`config.mk`:
```
export PLATFORM = sky130hd
export DESIGN_NAME = dcache_burst_controller
export DESIGN_NICKNAME = d
export VERILOG_FILES = /design/src/rtl/dcache_burst_controller.sv
export SDC_FILE = /design/constraint.sdc
export NUM_CORES = 1
export LEC_CHECK = 0
export ABC_AREA = 0
export BUFFER_PORTS_ARGS = -buffer_cell sky130_fd_sc_hd__buf_2
export CORE_AREA = 2 2 205 207
export DETAILED_ROUTE_END_ITERATION = 10
export DIE_AREA = 0 0 207 209
export GPL_ROUTABILITY_DRIVEN = 1
export MAX_ROUTING_LAYER = met4
export PLACE_DENSITY = 0.64
export SLEW_MARGIN = 10
export SYNTH_ARGS = -nofsm -noshare
export SYNTH_HDL_FRONTEND = slang
export SYNTH_SLANG_ARGS = --single-unit
```
`constraint.sdc`:
```
create_clock -name clock -period 6 [get_ports clock]
set_input_delay 0.3 -clock clock [delete_from_list [all_inputs] [get_ports clock]]
set_output_delay 0.3 -clock clock [all_outputs]
set_load 0.01 [all_outputs]
```
`src/rtl/dcache_burst_controller.sv`:
```
// Write-back, write-allocate L1 data-cache controller with multi-beat writeback/refill through a line buffer.
// Optional hit/miss/writeback counters are enabled by defining DCACHE_PERF_CNT_EN.
//
// state   | meaning
// IDLE    | serve hits with zero latency; detect miss
// WB      | stream dirty victim line to memory, one beat per memWriteAck
// FILL    | collect refill beats into the line buffer, one per memReadValid
// INSTALL | write buffered line (with pending store bytes merged) into the array
// RELOOK  | re-read array so the request completes as a hit in IDLE
module dcache_burst_controller #(
   parameter  int ADDR_W      = 32,
   parameter  int WORD_BYTES  = 4,
   parameter  int BLOCK_WORDS = 4,
   parameter  int BEAT_WORDS  = 1,
   localparam int WORD_W      = 8 * WORD_BYTES,
   localparam int LINE_BYTES  = BLOCK_WORDS * WORD_BYTES,
   localparam int LINE_W      = 8 * LINE_BYTES,
   localparam int BEAT_W      = BEAT_WORDS * WORD_W,
   localparam int OFF_W       = $clog2(LINE_BYTES),
   localparam int BLK_W       = ADDR_W - OFF_W
) (
   input  logic                  clock,
   input  logic                  reset,
   input  logic                  ren,
   input  logic                  wen,
   input  logic [ADDR_W-1:0]     addr,
   input  logic [WORD_BYTES-1:0] byteSelectVector,
   input  logic [WORD_W-1:0]     din,
   output logic                  stall,
   output logic [WORD_W-1:0]     dout,
   input  logic                  cacheHit,
   input  logic                  cacheDirtyBit,
   input  logic [BLK_W-1:0]      cacheVictimAddr,
   input  logic [LINE_W-1:0]     cacheDout,
   output logic [BLK_W-1:0]      BlockAddr,
   output logic                  cacheEn,
   output logic                  cacheWen,
   output logic                  cacheMemWen,
   output logic [LINE_BYTES-1:0] cacheBytesAccess,
   output logic [LINE_W-1:0]     cacheDin,
   output logic                  memRen,
   output logic                  memWen,
   output logic [BLK_W-1:0]      memAddr,
   output logic [BEAT_W-1:0]     memDin,
   input  logic                  memWriteAck,
   input  logic                  memReadValid,
   input  logic [BEAT_W-1:0]     memDout
`ifdef DCACHE_PERF_CNT_EN
   ,
   output logic [31:0]           hitCount,
   output logic [31:0]           missCount,
   output logic [31:0]           wbCount
`endif
);

   localparam int BEATS  = BLOCK_WORDS / BEAT_WORDS;
   localparam int CNT_W  = (BEATS > 1) ? $clog2(BEATS) : 1;
   localparam int BSEL_W = $clog2(WORD_BYTES);
   localparam logic [CNT_W-1:0] LAST_BEAT = CNT_W'(BEATS - 1);

   typedef enum logic [2:0] {S_IDLE, S_WB, S_FILL, S_INSTALL, S_RELOOK} state_t;

   state_t             state;
   logic [CNT_W-1:0]   beat_cnt;
   logic [BEAT_W-1:0]  line_buf [BEATS];

   logic                      req;
   logic [OFF_W-BSEL_W-1:0]   word_sel;
   logic [OFF_W-1:0]          byte_off;
   logic [BSEL_W-1:0]         lane_off;
   logic [2*WORD_W-1:0]       din_dbl;
   logic [WORD_W-1:0]         din_rot;
   logic [LINE_BYTES-1:0]     store_strb;
   logic [LINE_W-1:0]         store_line;
   logic [LINE_W-1:0]         buf_line;
   logic [LINE_W-1:0]         install_line;

   assign req       = ren | wen;
   assign BlockAddr = addr[ADDR_W-1:OFF_W];
   assign word_sel  = addr[OFF_W-1:BSEL_W];
   assign byte_off  = addr[OFF_W-1:0];
   assign lane_off  = addr[BSEL_W-1:0];

   // Strobes and data are address-relative: lane 0 of the store lands on the addressed byte.
   assign din_dbl    = {din, din} << {lane_off, 3'b000};
   assign din_rot    = din_dbl[2*WORD_W-1:WORD_W];
   assign store_strb = LINE_BYTES'(byteSelectVector) << byte_off;
   assign store_line = {BLOCK_WORDS{din_rot}};

   always_comb begin
      buf_line = '0;
      for (int i = 0; i < BEATS; i++) buf_line[i*BEAT_W +: BEAT_W] = line_buf[i];
   end

   // Store data wins over refill data so the installed line already holds the write.
   always_comb begin
      install_line = buf_line;
      for (int b = 0; b < LINE_BYTES; b++) begin
         if (wen && store_strb[b]) install_line[b*8 +: 8] = store_line[b*8 +: 8];
      end
   end

   always_comb begin
      stall            = 1'b0;
      dout             = '0;
      cacheEn          = 1'b0;
      cacheWen         = 1'b0;
      cacheMemWen      = 1'b0;
      cacheBytesAccess = '0;
      cacheDin         = '0;
      memRen           = 1'b0;
      memWen           = 1'b0;
      memAddr          = BlockAddr;
      memDin           = '0;
      case (state)
         S_IDLE: begin
            if (!req) begin
               memAddr = '0;
            end else if (cacheHit) begin
               cacheEn = 1'b1;
               if (ren) dout = cacheDout[word_sel*WORD_W +: WORD_W];
               if (wen) begin
                  cacheWen         = 1'b1;
                  cacheBytesAccess = store_strb;
                  cacheDin         = store_line;
               end
            end else begin
               stall = 1'b1;
            end
         end
         S_WB: begin
            stall   = 1'b1;
            cacheEn = 1'b1;
            memWen  = 1'b1;
            memAddr = cacheVictimAddr;
            memDin  = cacheDout[beat_cnt*BEAT_W +: BEAT_W];
         end
         S_FILL: begin
            stall  = 1'b1;
            memRen = 1'b1;
         end
         S_INSTALL: begin
            stall            = 1'b1;
            cacheEn          = 1'b1;
            cacheMemWen      = 1'b1;
            cacheBytesAccess = '1;
            cacheDin         = install_line;
         end
         S_RELOOK: begin
            stall   = 1'b1;
            cacheEn = 1'b1;
         end
         default: ;
      endcase
   end

   always_ff @(posedge clock) begin
      if (reset) begin
         state    <= S_IDLE;
         beat_cnt <= '0;
         for (int i = 0; i < BEATS; i++) line_buf[i] <= '0;
      end else begin
         case (state)
            S_IDLE: begin
               beat_cnt <= '0;
               if (req && !cacheHit) state <= cacheDirtyBit ? S_WB : S_FILL;
            end
            S_WB: begin
               if (memWriteAck) begin
                  if (beat_cnt == LAST_BEAT) begin
                     beat_cnt <= '0;
                     state    <= S_FILL;
                  end else begin
                     beat_cnt <= beat_cnt + CNT_W'(1);
                  end
               end
            end
            S_FILL: begin
               if (memReadValid) begin
                  line_buf[beat_cnt] <= memDout;
                  if (beat_cnt == LAST_BEAT) begin
                     beat_cnt <= '0;
                     state    <= S_INSTALL;
                  end else begin
                     beat_cnt <= beat_cnt + CNT_W'(1);
                  end
               end
            end
            S_INSTALL: state <= S_RELOOK;
            S_RELOOK:  state <= S_IDLE;
            default:   state <= S_IDLE;
         endcase
      end
   end

`ifdef DCACHE_PERF_CNT_EN
   // The IDLE completion right after RELOOK belongs to an already-counted miss.
   logic relook_q;

   always_ff @(posedge clock) begin
      if (reset) begin
         relook_q  <= 1'b0;
         hitCount  <= '0;
         missCount <= '0;
         wbCount   <= '0;
      end else begin
         relook_q <= (state == S_RELOOK);
         if (state == S_IDLE && req) begin
            if (cacheHit) begin
               if (!relook_q) hitCount <= hitCount + 32'd1;
            end else begin
               missCount <= missCount + 32'd1;
               if (cacheDirtyBit) wbCount <= wbCount + 32'd1;
            end
         end
      end
   end
`endif

endmodule

```
==> results of run 1 <==
==> cells in the mapped netlist, drive strengths merged (3+ instances only) <==
master,instances
a311o,24
o21bai,8
and2,150
a22o,36
and3b,3
a211o,3
mux2,3
a21o,5
nor2b,6
clkbuf,49
nand3,90
and4b,3
edfxtp,128
nor2,34
mux4,97
or2,4
nand4b,3
nor3,5
and3,72
a21oi,5
inv,10
dfxtp,5
mux2i,18
a32oi,3
nor3b,4
o211ai,72
nand4,11
buf,90
o21ai,32
nand2,89
nand2b,4
==> cells by family (layout without fill, tap and decap cells) <==
logic type | after synthesis | after routing | synth area share
and+or+nand+nor | 491 | 491 | 0.241
xor gates and xnor gates | 1 | 1 | 0.000752
other | 0 | 5 | 0
muxes | 118 | 118 | 0.208
adders and majority gates | 1 | 1 | 0.00107
buffers and inverters | 149 | 594 | 0.0721
DFF | 133 | 133 | 0.338
AOI/OAI and AO/OA | 202 | 202 | 0.139
==> worst max-delay path, cell delays in order (launching register included) <==
cell	delay [ns]
dfxtp_1	0.30
buf_4	0.38
nand3_1	0.13
buf_4	0.28
inv_4	0.67
buf_4	0.61
nand2_1	0.19
nor2_1	0.14
a311o_1	0.14
buf_2	0.16
==> worst max-delay path by stage <==
stage	end	slack, ns	cells after the start
floorplan	line_buf[3][0]	3.79	3
global placement	line_buf[1][2]	2.64	6
detailed placement	line_buf[1][2]	2.60	6
CTS	cacheDin[46]	2.18	9
global route	cacheDin[46]	1.90	9
finish	cacheDin[46]	2.20	9
==> per-stage QoR <==
| step | area [sq um] | power [uW] |
|---|---|---|
| 2_1_floorplan | 11700 | 1700 |
| 3_3_place_gp | 14400 | 2160 |
| 3_5_place_dp | 14400 | 2160 |
| 4_1_cts | 14900 | 3180 |
| 5_1_grt | 14900 | 3280 |
| 6_report | 14900 | 3170 |
==> report_power, final <==
| part | switching [uW] | total (uW) | internal (uW) | leakage, uW |
|---|---|---|---|---|
| clock | 421 | 1030 | 607 | 0.000266 |
| sequential | 20.9 | 1080 | 1060 | 0.00136 |
| combinational | 629 | 1060 | 431 | 0.00500 |
| total | 1070 | 3170 | 2100 | 0.00663 |
==> registers in the layout, indices dropped and copies added, names as in the netlist <==
name,flops
beat_cnt,2
state,3
line_buf,128
==> layer usage <==
layer	up-vias	part of all wire	wire length (um)
met5	-	0	0
met4	0	0.035	1940
met2	743	0.50	28000
met3	84	0.074	4130
met1	5874	0.39	21700
li1	5100	-	-
==> layout make-up <==
class / count / area [sq um]
antenna: 5 / 12.5
clock inverter: 13 / 135
tap: 539 / 674
inverter: 10 / 40.0
multi-input combinational: 813 / 6890
clock buffer: 18 / 429
timing repair buffer: 553 / 2820
fill: 4201 / 26300
sequential: 133 / 3950
==> reports/summary.txt, run 1 <==
Outcome -> completed
Postcts setup bufs -> 0
Share of cells above drive strength 1 -> 0.466
# DRC -> 0
Mapped Nets -> 1,360
FF-to-FF path depth -> 6
DR vias/cell -> 5.66
Per-cell routed wire length -> 26.8 um
Worst-Margin Slew -> 1.18 ns
Crit path capture type -> output port
Met1 GRT Util -> 0.305
Total number of vias -> 11,800
Placeable Area -> 41,300 sq um
Hold slack -> 0.191 ns
Full die area -> 43,300 sq um
Synth unique cells -> 74
Pin count of the biggest net entering global routing -> 91
Die Ht -> 209 um
Syn Area/Cell -> 10.6 sq um
Final Max Tran Viols -> 0
# H-tree levels -> 4
Clk slew on worst S/H paths -> 0.06 ns
Top post-synthesis cells by area -> edfxtp_1 (33%), mux4_2 (19%), and2_1 (7.9%)
Hold path startpoint -> memDout[6]
Seq/Total Area, Yosys -> 0.338
GRT Util Overall -> 0.254
Max-slew headroom -> 0.212
Number of synthesized flops with an enable pin -> 128
Pre-antenna DRT Iters -> 5
Final #Nets -> 1,793
Worst-case clock buffer depth -> 2
WL final -> 55,800 um
Final Core Density -> 0.362
Crit path DAT -> 3.50 ns
First-pass GRT wire length -> 78,800 um
Final ANT Viol Nets -> 0
Maximum fanout along the worst path -> 90
RSZ-0062 raised after global routing -> false
Hpwl dp -> 43,000 um
Most used routing layer -> met2
Hold buffers post-CTS -> 0
Commonest non-fill, non-tap cell in the layout -> buf_2
Worst r2r dst -> line_buf[1][8]
GP Congestion -> 0.952
Crit. Startpoint -> state[0]
Synthesized instance count -> 1,095
Dpl cells -> 2,048
Synth area leader -> edfxtp_1
HP Class -> primary input to register
Worst hold stages -> 2
Later-pin clock latency in the skew report -> 0.43 ns
Synth top area share -> 0.330
FFs w/ async S/R, synth -> 0
Ys flop type -> edfxtp_1
Worst Slack Setup Final -> 2.20 ns
Static leakage -> 0.00663 uW
Total negative slack -> 0 ns
Dpl ws -> 2.60 ns
Fin crit period -> 3.80 ns
Met3 usage -> 0.0425
Total CTS buffers -> 17
Yosys warns -> 0
Final period utilization -> 0.634
Mapped cell area -> 11,700 sq um
Final setup fails -> 0
CTS Sinks -> 133
Initial antenna violation count -> 10
Clk root buf -> clkbuf_16
Port Buffers -> 533
FP Rows -> 75
Most frequent cells in the layout -> buf_2 (533), and2_1 (147), edfxtp_1 (128), mux4_2 (97), nand3_1 (89)
Layout Cells excl Fill -> 2,084
Seq cells post-synth -> 133
Flop2flop setup slack -> 2.66 ns
Post_cts resized -> 0
I/O Pins -> 534
M2 GR Usage -> 0.432
Final Skew -> 0.00461 ns
# Max-Cap Violations -> 0
Power Density -> 212 nW/um^2
Req. time, crit path -> 5.70 ns
Hold Violations, Final -> 0
1st-iter DRT viols -> 1,053
Peak supply drop -> 161 uV
Total gr overflow -> 0
Initial Util -> 0.282
Area growth from synthesis to layout -> 28.3%
Vias in the first global route -> 11,300
CTS tree -> done
Critical path class -> register to output port
CP Launch Type -> register
RR Startpoint -> state[1]
WHS Endpoint -> line_buf[0][6]
Die W -> 207 um
Max frequency -> 263 MHz
(Power assumes the default switching activity.)
==> run 2, diff against run 1 <==
Settings changed: CORE_AREA 2 2 205 207 to 2 2 210 212, DIE_AREA 0 0 207 209 to 0 0 212 214.
Clock period 6 ns to 3.4 ns, I/O delays scaled along.
==> reports/summary.txt, run 2 (synthesized netlist as in run 1, its figures left out) <==
Outcome -> completed (unchanged)
Crit path capture type -> output port (unchanged)
Vias in the first global route -> 11,600 (was 11,300)
Hold path startpoint -> memDout[4] (was memDout[6])
Fin crit period -> 3.16 ns
Final Core Density -> 0.355 (was 0.362)
Full die area -> 45,400 sq um (was 43,300 sq um)
GP Congestion -> 0.966 (was 0.952)
FF-to-FF path depth -> 6 (unchanged)
Total negative slack -> 0 ns (unchanged)
Critical path class -> register to output port (unchanged)
Post_cts resized -> 0 (unchanged)
Final Skew -> 0.00703 ns (was 0.00461 ns)
Worst-case clock buffer depth -> 2 (unchanged)
FP Rows -> 76 (was 75)
WL final -> 57,700 um (was 55,800 um)
Initial Util -> 0.272 (was 0.282)
Die W -> 212 um (was 207 um)
Total number of vias -> 11,900 (was 11,800)
Final period utilization -> 0.930
# H-tree levels -> 4 (unchanged)
Total gr overflow -> 0 (unchanged)
Flop2flop setup slack -> 0.97 ns (was 2.66 ns)
Req. time, crit path -> 3.23 ns (was 5.70 ns)
Hold buffers post-CTS -> 0 (unchanged)
HP Class -> primary input to register (unchanged)
Hpwl dp -> 44,400 um (was 43,000 um)
Initial antenna violation count -> 12 (was 10)
Pre-antenna DRT Iters -> 7 (was 5)
GRT Util Overall -> 0.252 (was 0.254)
Total CTS buffers -> 17 (unchanged)
Largest regs -> line_buf x128, state x3, beat_cnt x2 (unchanged)
CTS Sinks -> 133 (unchanged)
Max-slew headroom -> 0.253 (was 0.212)
Maximum fanout along the worst path -> 54 (was 90)
Max FFs per register -> 128 (unchanged)
Placeable Area -> 42,900 sq um (was 41,300 sq um)
1st-iter DRT viols -> 1,126 (was 1,053)
# DRC -> 0 (unchanged)
Total Power -> 5700 uW (was 3170 uW)
Commonest non-fill, non-tap cell in the layout -> buf_2 (unchanged)
Port Buffers -> 533 (unchanged)
Worst r2r dst -> line_buf[1][28] (was line_buf[1][8])
Worst-Margin Slew -> 1.12 ns (was 1.18 ns)
Postcts setup bufs -> 0 (unchanged)
Area growth from synthesis to layout -> 30.6% (was 28.3%)
Die Ht -> 214 um (was 209 um)
DR vias/cell -> 5.56 (was 5.66)
Most frequent cells in the layout -> buf_2 (533), and2_1 (147), edfxtp_1 (128), mux4_2 (97), nand3_1 (89) (unchanged)
Final Max Tran Viols -> 0 (unchanged)
Hold Violations, Final -> 0 (unchanged)
Power Density -> 375 nW/um^2 (was 212 nW/um^2)
Share of cells above drive strength 1 -> 0.472 (was 0.466)
Later-pin clock latency in the skew report -> 0.43 ns (about the same)
Final ANT Viol Nets -> 0 (unchanged)
Static leakage -> 0.00673 uW (was 0.00663 uW)
Worst hold stages -> 2 (unchanged)
Max frequency -> 316 MHz
Clk slew on worst S/H paths -> 0.06 ns (about the same)
RSZ-0062 raised after global routing -> false (unchanged)
WHS Endpoint -> line_buf[3][4] (was line_buf[0][6])
Final setup fails -> 0 (unchanged)
First-pass GRT wire length -> 81,000 um (was 78,800 um)
CTS tree -> done (unchanged)
I/O Pins -> 534 (unchanged)
Clk root buf -> clkbuf_16 (unchanged)
CP Launch Type -> register (unchanged)
Peak supply drop -> 355 uV (was 161 uV)
Crit path DAT -> 2.99 ns (was 3.50 ns)
Largest reg by FF count -> line_buf (unchanged)
Final #Nets -> 1,804 (was 1,793)
# Max-Cap Violations -> 0 (unchanged)
Hold slack -> 0.0499 ns (was 0.191 ns)
Pin count of the biggest net entering global routing -> 55 (was 91)
Per-cell routed wire length -> 26.9 um (was 26.8 um)
RR Startpoint -> state[1] (unchanged)
==> run 2: cell type report <==
class / count / area [sq um]
Sequential cell: 133 / 3950
Inverter: 10 / 40.0
Multi-Input combinational cell: 813 / 6890
Clock buffer: 17 / 425
Timing Repair Buffer: 564 / 2990
Tap cell: 585 / 732
Fill cell: 4305 / 27700
Clock inverter: 15 / 164
Antenna cell: 11 / 27.5
==> run 2: per-stage QoR <==
stage          cells  setup WS [ns]  instance area (sq um)
6_report        2148          0.239                  15200
5_1_grt         2148         0.0418                  15200
2_1_floorplan   1095           1.19                  11700
3_5_place_dp    2105          0.701                  14600
4_1_cts         2137          0.282                  15200
3_3_place_gp    2105          0.688                  14600
==> run 2: worst max path at each step <==
stage	startpoint	endpoint	cells past startpoint
after CTS	state[1]	cacheDin[64]	6
after global routing	state[1]	cacheDin[64]	6
after floorplan	beat_cnt[1]	line_buf[3][0]	3
after global placement	addr[0]	cacheBytesAccess[15]	5
final	state[1]	cacheDin[64]	6
after detailed placement	addr[0]	cacheBytesAccess[15]	5
==> run 2: layer usage <==
metal  up-vias  routed length [um]  track usage
met4         0                3050        0.135
met1      5900               21200        0.284
li1       5142                   -            -
met3       132                4780       0.0526
met5         -                   0            -
met2       768               28700        0.419
==> run 2: where the power goes <==
part           switching [uW]  total (uW)  internal, uW
clock network             733        1870          1140
registers                38.7        1910          1880
logic                    1130        1910           785
total                    1900        5700          3800
==> run 2: critical path, cell delays in order, from the launching register on <==
cell     delay, ns
dfxtp_1       0.66
nand3_1       0.24
inv_4         0.48
nand4_1       0.17
nand3_1       0.55
a22o_1        0.26
buf_2         0.14
==> run 3, diff against run 2 <==
==> constraint.sdc (replaced) <==
create_clock -name clock -period 3.4 [get_ports clock]
set_input_delay 0.34 -clock clock [delete_from_list [all_inputs] [get_ports clock]]
set_output_delay 0.34 -clock clock [all_outputs]
set_load 0.01 [all_outputs]
==> reports/summary.txt, run 3 (synthesized netlist as in run 1, its figures left out) <==
Outcome -> completed (unchanged)
Initial Util -> 0.272 (unchanged)
Crit path capture type -> output port (unchanged)
Worst-Margin Slew -> 0.840 ns (was 1.12 ns)
FP Rows -> 76 (unchanged)
Dpl ws -> 0.485 ns (was 0.701 ns)
Largest reg by FF count -> line_buf (unchanged)
I/O Pins -> 534 (unchanged)
Commonest non-fill, non-tap cell in the layout -> buf_2 (unchanged)
Final setup fails -> 0 (unchanged)
Final period utilization -> 0.935 (was 0.930)
Full die area -> 45,400 sq um (unchanged)
Placeable Area -> 42,900 sq um (unchanged)
Req. time, crit path -> 3.06 ns (was 3.23 ns)
Port Buffers -> 533 (unchanged)
Total gr overflow -> 0 (unchanged)
GRT Util Overall -> 0.253 (was 0.252)
Hold buffers post-CTS -> 0 (unchanged)
Die Ht -> 214 um (unchanged)
Power Density -> 386 nW/um^2 (was 375 nW/um^2)
Initial antenna violation count -> 12 (unchanged)
CTS Sinks -> 133 (unchanged)
Max frequency -> 315 MHz (was 316 MHz)
Crit. Startpoint -> state[1] (unchanged)
# DRC -> 0 (unchanged)
Max FFs per register -> 128 (unchanged)
First-pass GRT wire length -> 80,900 um (was 81,000 um)
Clk slew on worst S/H paths -> 0.07 ns (was 0.06 ns)
Worst Slack Setup Final -> 0.222 ns (was 0.239 ns)
Worst r2r dst -> line_buf[1][3] (was line_buf[1][28])
Crit path DAT -> 2.84 ns (was 2.99 ns)
CP Cell Sequence -> nand3_1, inv_6, o2111ai_1, nand3_1, a22o_1, buf_2 (was nand3_1, inv_4, nand4_1, nand3_1, a22o_1, buf_2)
Die W -> 212 um (unchanged)
Final ANT Viol Nets -> 0 (unchanged)
Pre-antenna DRT Iters -> 5 (was 7)
Crit-path most repeated cell -> nand3_1 (unchanged)
GP Congestion -> 0.940 (was 0.966)
1st-iter DRT viols -> 1,065 (was 1,126)
Crit path largest cell delay -> 0.67 ns (was 0.66 ns)
DR vias/cell -> 5.49 (was 5.56)
Final #Nets -> 1,812 (was 1,804)
# Max-Cap Violations -> 0 (unchanged)
Clock network power share -> 0.353 (was 0.329)
FF-to-FF path depth -> 6 (unchanged)
Pint -> 3980 uW (was 3800 uW)
Flop2flop setup slack -> 1.03 ns (was 0.97 ns)
Worst-case clock buffer depth -> 2 (unchanged)
Area growth from synthesis to layout -> 31.7% (was 30.6%)
CP Launch Type -> register (unchanged)
Total number of vias -> 11,800 (was 11,900)
WL final -> 57,900 um (was 57,700 um)
Static leakage -> 0.00680 uW (was 0.00673 uW)
RSZ-0062 raised after global routing -> false (unchanged)
Per-cell routed wire length -> 26.8 um (was 26.9 um)
Fin crit period -> 3.18 ns (was 3.16 ns)
Critical path class -> register to output port (unchanged)
CTS tree -> done (unchanged)
Combinational share of power -> 0.321 (was 0.335)
Share of cells above drive strength 1 -> 0.474 (was 0.472)
Sw frac -> 0.328 (was 0.333)
Maximum fanout along the worst path -> 48 (was 54)
Final Skew -> 0.0125 ns (was 0.00703 ns)
Setup crit end -> cacheDin[70] (was cacheDin[64])
Largest regs -> line_buf x128, state x3, beat_cnt x2 (unchanged)
Peak supply drop -> 293 uV (was 355 uV)
Total CTS buffers -> 17 (unchanged)
Clk root buf -> clkbuf_16 (unchanged)
Pin count of the biggest net entering global routing -> 49 (was 55)
Hold Violations, Final -> 0 (unchanged)
Final Max Tran Viols -> 0 (unchanged)
Total negative slack -> 0 ns (unchanged)
Most frequent cells in the layout -> buf_2 (533), and2_1 (147), edfxtp_1 (128), mux4_2 (97), nand3_1 (89) (unchanged)
RR Startpoint -> state[0] (was state[1])
FILL cells -> 4,264 (was 4,305)
# H-tree levels -> 4 (unchanged)
Slowest CP cell -> dfxtp_1 (unchanged)
Max-slew headroom -> 0.440 (was 0.253)
Psw -> 1940 uW (was 1900 uW)
Flop pwr share -> 0.326 (was 0.336)
Vias in the first global route -> 11,800 (was 11,600)
Hpwl dp -> 44,100 um (was 44,400 um)
HP Class -> primary input to register (unchanged)
Later-pin clock latency in the skew report -> 0.44 ns (was 0.43 ns)
## run 3: cell count changes in the layout (fill, tap and decap cells not counted)
cell,previous run,this run
clkinv_2,6,1
clkinv_4,2,3
buf_4,24,32
inv_4,1,0
clkinv_1,1,0
clkinvlp_4,3,2
diode_2,11,13
clkbuf_1,0,1
inv_6,0,4
bufinv_16,3,5
## run 3: worst max-delay path: cells and delay by family, from the launching register on
kind,cells,cell delay [ns]
and+or+nand+nor,2,0.76
DFF,1,0.67
buffers and inverters,2,0.53
AOI/OAI and AO/OA,2,0.42
## run 3: worst min-delay path by stage
stage / start / endpoint / slack (ns) / cells past startpoint
after CTS: memDout[26] / line_buf[1][26] / 0.19 / 2
final: memDout[26] / line_buf[1][26] / 0.21 / 2
after global placement: memDout[10] / line_buf[1][10] / 0.65 / 2
after floorplan: memDout[0] / line_buf[0][0] / 0.54 / 1
after detailed placement: memDout[10] / line_buf[3][10] / 0.66 / 2
after global routing: memDout[26] / line_buf[2][26] / 0.20 / 2
## run 3: area by class of cell
type                       count  area [sq um]  area share
tap                          585           732      0.0477
clock buffer                  18           429      0.0280
clock inverter                14           223      0.0145
timing repair buffer         572          3050       0.199
antenna                       13          32.5     0.00212
inverter                      10          42.5     0.00277
sequential                   133          3950       0.257
multi-input combinational    813          6890       0.449
## run 3: power by group through the flow
stage                     Clock [uW]  Combinational [uW]  Sequential (uW)
after global routing            2180                2020             1940
after floorplan                    0                1070             1930
after detailed placement           0                1890             1960
final                           2090                1900             1930
after global placement             0                1880             1960
after CTS                       2110                1900             1930
## run 3: stage by stage
| stage | cells | hold WS, ns | util | instance area, sq um | power (uW) |
|---|---|---|---|---|---|
| after CTS | 2145 | 0.193 | 0.357 | 15300 | 5930 |
| after detailed placement | 2113 | 0.656 | 0.342 | 14700 | 3850 |
| final | 2158 | 0.208 | 0.358 | 15300 | 5920 |
| after floorplan | 1095 | 0.538 | - | 11700 | 3000 |
| after global routing | 2155 | 0.204 | 0.358 | 15300 | 6130 |
| after global placement | 2113 | 0.648 | 0.342 | 14700 | 3840 |
## run 3: per-layer routing
layer  share of wire  GRT usage
met2            0.50      0.422
met1            0.37      0.278
met5               0          -
met3           0.084     0.0641
met4           0.049      0.130
## run 3: what timing repair did
item	CTS	global route
endpoints found under the hold margin	0	0
setup buffers	0	0
endpoints found under the setup margin	0	8
gates resized for setup	0	1
